--- src/rtl/vga_timing_gen_if.sv ---
// ----------------------------------------------------------------------------
// vga_timing_gen_if
// Raster timing bundle between the VGA timing generator (master) and the
// downstream draw logic (slave).
//   enable      : slave -> master, run the raster (0 freezes position)
//   pix_en      : one-clock strobe, all other signals carry a new pixel
//   hcount      : current pixel column
//   vcount      : current line
//   hsync/vsync : sync pulses, polarity set by the generator
//   hblnk/vblnk : horizontal / vertical blanking
//   active      : visible pixel (!hblnk && !vblnk)
//   line_start  : with pix_en, first pixel of a line
//   frame_start : with pix_en, first pixel of a frame
//   frame_cnt   : completed-frame counter
// ----------------------------------------------------------------------------
interface vga_timing_gen_if;
    logic        enable;
    logic        pix_en;
    logic [10:0] hcount;
    logic [10:0] vcount;
    logic        hsync;
    logic        vsync;
    logic        hblnk;
    logic        vblnk;
    logic        active;
    logic        line_start;
    logic        frame_start;
    logic [15:0] frame_cnt;

    modport master (
        input  enable,
        output pix_en, hcount, vcount, hsync, vsync, hblnk, vblnk,
               active, line_start, frame_start, frame_cnt
    );

    modport slave (
        output enable,
        input  pix_en, hcount, vcount, hsync, vsync, hblnk, vblnk,
               active, line_start, frame_start, frame_cnt
    );
endinterface

--- src/rtl/vga_timing_gen.sv ---
// ----------------------------------------------------------------------------
// vga_timing_gen
// VGA raster timing generator. A clock divider produces one pixel tick every
// CLK_DIV cycles of ACLK while enabled; each tick advances the h/v position
// and registers every timing output from the new position, so outputs appear
// one ACLK after the tick together with a one-cycle pix_en strobe.
// Ports:
//   ACLK    : system clock
//   ARESETN : asynchronous active-low reset
//   vga     : vga_timing_gen_if.master (enable in, timing outputs out)
// ----------------------------------------------------------------------------
module vga_timing_gen #(
    parameter int H_ACTIVE = 640,
    parameter int H_FP     = 16,
    parameter int H_SYNC   = 96,
    parameter int H_BP     = 48,
    parameter int V_ACTIVE = 480,
    parameter int V_FP     = 10,
    parameter int V_SYNC   = 2,
    parameter int V_BP     = 33,
    parameter int CLK_DIV  = 4,
    parameter int SYNC_POL = 0
) (
    input  logic             ACLK,
    input  logic             ARESETN,
    vga_timing_gen_if.master vga
);

    localparam int H_TOTAL = H_ACTIVE + H_FP + H_SYNC + H_BP;
    localparam int V_TOTAL = V_ACTIVE + V_FP + V_SYNC + V_BP;
    localparam int DIV_W   = (CLK_DIV > 1) ? $clog2(CLK_DIV) : 1;

    localparam logic [10:0]      H_LAST   = 11'(H_TOTAL - 1);
    localparam logic [10:0]      V_LAST   = 11'(V_TOTAL - 1);
    localparam logic [10:0]      H_VIS    = 11'(H_ACTIVE);
    localparam logic [10:0]      V_VIS    = 11'(V_ACTIVE);
    localparam logic [10:0]      HS_FIRST = 11'(H_ACTIVE + H_FP);
    localparam logic [10:0]      HS_LAST  = 11'(H_ACTIVE + H_FP + H_SYNC - 1);
    localparam logic [10:0]      VS_FIRST = 11'(V_ACTIVE + V_FP);
    localparam logic [10:0]      VS_LAST  = 11'(V_ACTIVE + V_FP + V_SYNC - 1);
    localparam logic [DIV_W-1:0] DIV_LAST = DIV_W'(CLK_DIV - 1);
    localparam logic             SYNC_ON  = (SYNC_POL != 0) ? 1'b1 : 1'b0;

    // Internal position and divider
    logic [DIV_W-1:0] div_reg, div_next;
    logic [10:0]      h_reg, h_next;
    logic [10:0]      v_reg, v_next;
    logic             tick;
    logic             h_wrap;

    // Registered outputs
    logic        pix_en_reg;
    logic [10:0] hcount_reg;
    logic [10:0] vcount_reg;
    logic        hsync_reg, hsync_next;
    logic        vsync_reg, vsync_next;
    logic        hblnk_reg, hblnk_next;
    logic        vblnk_reg, vblnk_next;
    logic        active_reg;
    logic        line_start_reg, line_start_next;
    logic        frame_start_reg, frame_start_next;
    logic [15:0] frame_cnt_reg;
    // Set by the first frame_start after reset; that frame is not "completed"
    logic        started_reg;

    always_comb begin
        tick     = vga.enable && (div_reg == DIV_LAST);
        div_next = '0;
        if (vga.enable && (div_reg != DIV_LAST)) begin
            div_next = div_reg + 1'b1;
        end

        h_wrap = (h_reg == H_LAST);
        h_next = h_wrap ? 11'd0 : h_reg + 11'd1;
        v_next = v_reg;
        if (h_wrap) begin
            v_next = (v_reg == V_LAST) ? 11'd0 : v_reg + 11'd1;
        end

        // Decode from the position the tick moves to, not the current one
        hsync_next       = ((h_next >= HS_FIRST) && (h_next <= HS_LAST)) ? SYNC_ON : ~SYNC_ON;
        vsync_next       = ((v_next >= VS_FIRST) && (v_next <= VS_LAST)) ? SYNC_ON : ~SYNC_ON;
        hblnk_next       = (h_next >= H_VIS);
        vblnk_next       = (v_next >= V_VIS);
        line_start_next  = (h_next == 11'd0);
        frame_start_next = (h_next == 11'd0) && (v_next == 11'd0);
    end

    always_ff @(posedge ACLK or negedge ARESETN) begin
        if (!ARESETN) begin
            div_reg         <= '0;
            h_reg           <= H_LAST;
            v_reg           <= V_LAST;
            pix_en_reg      <= 1'b0;
            hcount_reg      <= 11'd0;
            vcount_reg      <= 11'd0;
            hsync_reg       <= ~SYNC_ON;
            vsync_reg       <= ~SYNC_ON;
            hblnk_reg       <= 1'b0;
            vblnk_reg       <= 1'b0;
            active_reg      <= 1'b0;
            line_start_reg  <= 1'b0;
            frame_start_reg <= 1'b0;
            frame_cnt_reg   <= 16'd0;
            started_reg     <= 1'b0;
        end else begin
            div_reg         <= div_next;
            // Strobes only live for the cycle after a tick
            pix_en_reg      <= tick;
            line_start_reg  <= tick && line_start_next;
            frame_start_reg <= tick && frame_start_next;
            if (tick) begin
                h_reg      <= h_next;
                v_reg      <= v_next;
                hcount_reg <= h_next;
                vcount_reg <= v_next;
                hsync_reg  <= hsync_next;
                vsync_reg  <= vsync_next;
                hblnk_reg  <= hblnk_next;
                vblnk_reg  <= vblnk_next;
                active_reg <= !hblnk_next && !vblnk_next;
                if (frame_start_next) begin
                    started_reg <= 1'b1;
                    if (started_reg) begin
                        frame_cnt_reg <= frame_cnt_reg + 16'd1;
                    end
                end
            end
        end
    end

    assign vga.pix_en      = pix_en_reg;
    assign vga.hcount      = hcount_reg;
    assign vga.vcount      = vcount_reg;
    assign vga.hsync       = hsync_reg;
    assign vga.vsync       = vsync_reg;
    assign vga.hblnk       = hblnk_reg;
    assign vga.vblnk       = vblnk_reg;
    assign vga.active      = active_reg;
    assign vga.line_start  = line_start_reg;
    assign vga.frame_start = frame_start_reg;
    assign vga.frame_cnt   = frame_cnt_reg;

endmodule

--- src/flat_wrapper.sv ---
// flat-port wrapper written by rule: the top's interface ports become plain ports
module vga_timing_gen_flat 
#(
    parameter int H_ACTIVE = 640,
    parameter int H_FP     = 16,
    parameter int H_SYNC   = 96,
    parameter int H_BP     = 48,
    parameter int V_ACTIVE = 480,
    parameter int V_FP     = 10,
    parameter int V_SYNC   = 2,
    parameter int V_BP     = 33,
    parameter int CLK_DIV  = 4,
    parameter int SYNC_POL = 0
)
  (ACLK, ARESETN, vga_enable, vga_pix_en, vga_hcount, vga_vcount, vga_hsync, vga_vsync, vga_hblnk, vga_vblnk, vga_active, vga_line_start, vga_frame_start, vga_frame_cnt);
  vga_timing_gen_if vga_i ();
  input  logic ACLK;
  input  logic ARESETN;
  input wire logic [$bits(vga_i.enable)-1:0] vga_enable;
  output wire logic [$bits(vga_i.pix_en)-1:0] vga_pix_en;
  output wire logic [$bits(vga_i.hcount)-1:0] vga_hcount;
  output wire logic [$bits(vga_i.vcount)-1:0] vga_vcount;
  output wire logic [$bits(vga_i.hsync)-1:0] vga_hsync;
  output wire logic [$bits(vga_i.vsync)-1:0] vga_vsync;
  output wire logic [$bits(vga_i.hblnk)-1:0] vga_hblnk;
  output wire logic [$bits(vga_i.vblnk)-1:0] vga_vblnk;
  output wire logic [$bits(vga_i.active)-1:0] vga_active;
  output wire logic [$bits(vga_i.line_start)-1:0] vga_line_start;
  output wire logic [$bits(vga_i.frame_start)-1:0] vga_frame_start;
  output wire logic [$bits(vga_i.frame_cnt)-1:0] vga_frame_cnt;
  assign vga_i.enable = vga_enable;
  assign vga_pix_en = vga_i.pix_en;
  assign vga_hcount = vga_i.hcount;
  assign vga_vcount = vga_i.vcount;
  assign vga_hsync = vga_i.hsync;
  assign vga_vsync = vga_i.vsync;
  assign vga_hblnk = vga_i.hblnk;
  assign vga_vblnk = vga_i.vblnk;
  assign vga_active = vga_i.active;
  assign vga_line_start = vga_i.line_start;
  assign vga_frame_start = vga_i.frame_start;
  assign vga_frame_cnt = vga_i.frame_cnt;
  vga_timing_gen #(.H_ACTIVE(H_ACTIVE), .H_FP(H_FP), .H_SYNC(H_SYNC), .H_BP(H_BP), .V_ACTIVE(V_ACTIVE), .V_FP(V_FP), .V_SYNC(V_SYNC), .V_BP(V_BP), .CLK_DIV(CLK_DIV), .SYNC_POL(SYNC_POL)) u_core (.ACLK(ACLK), .ARESETN(ARESETN), .vga(vga_i));
endmodule
--- config.mk ---
export PLATFORM = sky130hd
export DESIGN_NAME = vga_timing_gen_flat
export DESIGN_NICKNAME = d
export VERILOG_FILES = /design/src/rtl/vga_timing_gen_if.sv /design/src/rtl/vga_timing_gen.sv /design/src/flat_wrapper.sv
export SDC_FILE = /design/constraint.sdc
export NUM_CORES = 1
export LEC_CHECK = 0
export CORE_ASPECT_RATIO = 1.75
export CORE_MARGIN = 8
export CORE_UTILIZATION = 53
export DETAILED_ROUTE_END_ITERATION = 12
export GPL_TIMING_DRIVEN = 0
export PLACE_DENSITY_LB_ADDON = 0.08
export SLEW_MARGIN = 0
export SYNTH_ARGS = -nofsm -noshare
export SYNTH_HDL_FRONTEND = slang
export SYNTH_SLANG_ARGS = --single-unit
--- constraint.sdc ---
create_clock -name ACLK -period 3.5 [get_ports ACLK]
set_input_delay 0.35 -clock ACLK [delete_from_list [all_inputs] [get_ports ACLK]]
set_output_delay 0.35 -clock ACLK [all_outputs]
set_load 0.005 [all_outputs]
==> results.cfg <==
[outcome]
status = complete, no violations

[setup_path]
reg2reg_slack_ns = 0.35
start_kind = flop
reg2reg_to = u_core.vga.frame_cnt[1]
crit_arrival_ns = 3.36
rr_startpoint = u_core.h_reg[0]
cp_num_buf_inv = 2
startpoint = u_core.h_reg[0]
cp.depth = 9
max_stage_delay_ns = 0.62
reg2regPathDepth = 9
path_class = flop to flop
crit_chain = ha_1, buf_2, nand4_2, buf_2, o31ai_1, nand3b_1, a2111o_4, nor4_4, mux2_1
crit_top_cell = buf_2
crit_end = u_core.vga.frame_cnt[1]
slowest_stage = dfstp_2
worstPathMaxFanout = 10
critPathCaptureType = flop
cp_top_family = compound AO/OA/AOI/OAI gates
required_ns = 3.72

[floorplanning]
core-area_um2 = 6857
rows = 40
dieHeight_um = 127.0
start_util_pct = 54.40
die_area_um2 = 10080
die_x_um = 79.42
io-pin-count = 49

[clock_tree]
root_buffer = clkbuf_16
cts_resized = 0
cts_hold_buffers = 0
clkTransAtPathRegs_ns = 0.05
cts_max_path_buffers = 2
post_cts_buffers = 0
cts_tree = yes
clk_latency_ns = 0.33
clock-sinks = 59
htreeDepth = 3
numCtsBuffers = 9

[routing]
drt_first_pass_iters = 4
drc = 0
drt-initial-drc-count = 146
wire_per_inst_um = 17.85
vias = 3259
drtAntennaViolNets = 0
vias_per_cell = 5.904
drt_wl_total_um = 9853

[sta]
hold_viol = 0
clock_skew_ns = 0.006179
tightest_slew_ns = 0.8102
max_freq_mhz = 317.9
finalCriticalPeriod_ns = 3.146
period_share_pct = 89.88
rsz0062_at_grt = no
setup_violations = 0
max-slew-margin-rel_pct = 45.66
slew_violations = 0
tns_ns = 0

[synth]
yosys_warnings = 0
synth_area_leaders = dfrtp_1 32%, dfstp_2 8.5%, xor2_1 5.9%, o21ai_0 4.8%, nand2_1 4.0%
netlist_area_um2 = 3730
synthCells = 403
avgSynthCellArea_um2 = 9.255
synth.distinct_cells = 61
synthFlopType = dfrtp_1
ys_ff_latch = 59
synth_fp_nets = 413
synth_area_leader_cell = dfrtp_1
synth_top_area_share_pct = 31.53
synth_edf_count = 0
ys_seq_area_share_pct = 39.99
synthArstFlopShare_pct = 100.0

[grt]
antenna_found_initial = 0
grt_pass1_vias = 3337
grt_start_max_net_pins = 37
track_usage_pct = 20.16
grt-ovfl-total = 0
grt_pass1_wl_um = 15910

[power_and_ir_drop]
cellPowerDensity_nw_per_um2 = 442.1
p_leak_nw = 1.948
p_total_w = 0.002047
peakVddDrop_uv = 430.4

[placed_design]
dp_hpwl_um = 7339
portBuffers = 48
gp_congestion = 0.9387

[final_layout]
drive_gt1_share_pct = 16.45
multi_input_area_um2 = 1938
diodes = 0
largest_reg_flops = 16
area_delta_synth_final_pct = 24.12
layout.nets = 473
regArea_um2 = 1491
fillers = 581

[hold_path]
hold_class = input pin to async pin

[job]
maxCapViolCount = 0
-- kinds of logic (layout without fill, tap and decap cells) --
kind of cell / Yosys count / after routing / synth area share (%)
adders and majority gates: 7 / 7 / 2.348
and+or+nand+nor: 157 / 157 / 24.52
DFF: 59 / 59 / 39.99
xor gates and xnor gates: 38 / 38 / 8.923
AOI/OAI and AO/OA: 85 / 85 / 15.60
buffers and inverters: 55 / 120 / 8.051
muxes: 2 / 2 / 0.5703
-- cell usage in the layout (no fill, tap or decap), types with 3 or more instances in the layout --
master,instances
nor4_2,9
or2_2,3
clkdlybuf4s50_1,47
and2_1,3
inv_1,14
a21oi_1,6
and4_1,7
buf_6,4
clkbuf_1,15
nor3_1,9
and3_1,5
or3_1,3
nor2_1,33
nand2_1,40
o2111ai_1,4
buf_4,14
a31oi_1,5
a41oi_1,3
xnor2_1,13
nand3_1,16
nand4_1,5
o31ai_1,10
dfstp_2,12
ha_1,7
buf_2,10
xor2_1,25
nor4_1,8
clkbuf_16,9
o21ai_0,36
dfrtp_1,47
-- cells in the mapped netlist, types with 2 or more instances --
library cell,n
dfrtp_1,47
nand2_1,40
o21ai_0,36
nor2_1,33
xor2_1,25
nand3_1,16
buf_4,14
inv_1,14
xnor2_1,13
clkbuf_1,12
dfstp_2,12
o31ai_1,10
buf_2,9
nor3_1,9
nor4_2,9
nor4_1,8
and4_1,7
ha_1,7
a21oi_1,6
a31oi_1,5
and3_1,5
nand4_1,5
buf_6,4
o2111ai_1,4
a41oi_1,3
and2_1,3
or2_2,3
or3_1,3
buf_1,2
nand3b_1,2
nand4_2,2
nor2b_1,2
nor3b_1,2
nor4_4,2
o21bai_1,2
o41ai_1,2
-- cell type report --
class                   instances  share of cell area [%]
well taps                      84                   2.270
clock buffers                  14                   5.703
flip-flops and latches         59                   32.22
clock inverters                 2                  0.7568
repair buffers                 49                   10.70
inverters                      14                   1.135
plain buffers                  41                   5.351
multi-input cells             289                   41.86
-- power by group --
group / internal (W) / switching, W
clock: 0.000588 / 0.000299
sequential: 0.000784 / 0.0000694
combinational: 0.000167 / 0.000138
total: 0.00154 / 0.000507
-- layer usage --
layer	global-route usage [%]	wire, µm	part of all wire (%)	vias up
li1	-	-	-	1554
met1	18.38	3350	34	1583
met2	38.16	5611	57	98
met3	4.565	508	5.2	24
met4	12.40	382	3.9	0
met5	0	0	0	-
-- metrics by stage --
stage	setup slack [ns]	cell area (µm²)	instances	util, %	hold slack, ns
2_1_floorplan	0.6328	3730	403	-	0.05441
3_3_place_gp	0.1989	4315	535	62.94	0.4241
3_5_place_dp	0.3708	4330	536	63.16	0.3772
4_1_cts	0.3463	4629	552	67.52	0.01769
5_1_grt	0.2185	4629	552	67.52	0.05619
6_report	0.3543	4629	552	67.52	0.009557
-- worst min path at each step --
stage	startpoint	to	slack [ns]	depth (start not counted)
after floorplan	ARESETN	u_core.div_reg[0]	0.05	0
after global placement	u_core.div_reg[0]	u_core.div_reg[0]	0.42	1
after detailed placement	ARESETN	u_core.vga.frame_cnt[12]	0.38	1
after CTS	ARESETN	u_core.vga.line_start	0.02	1
final	ARESETN	u_core.vga.frame_cnt[12]	0.01	1
after global routing	ARESETN	u_core.vga.frame_cnt[12]	0.06	1
(Power assumes the default switching activity.)
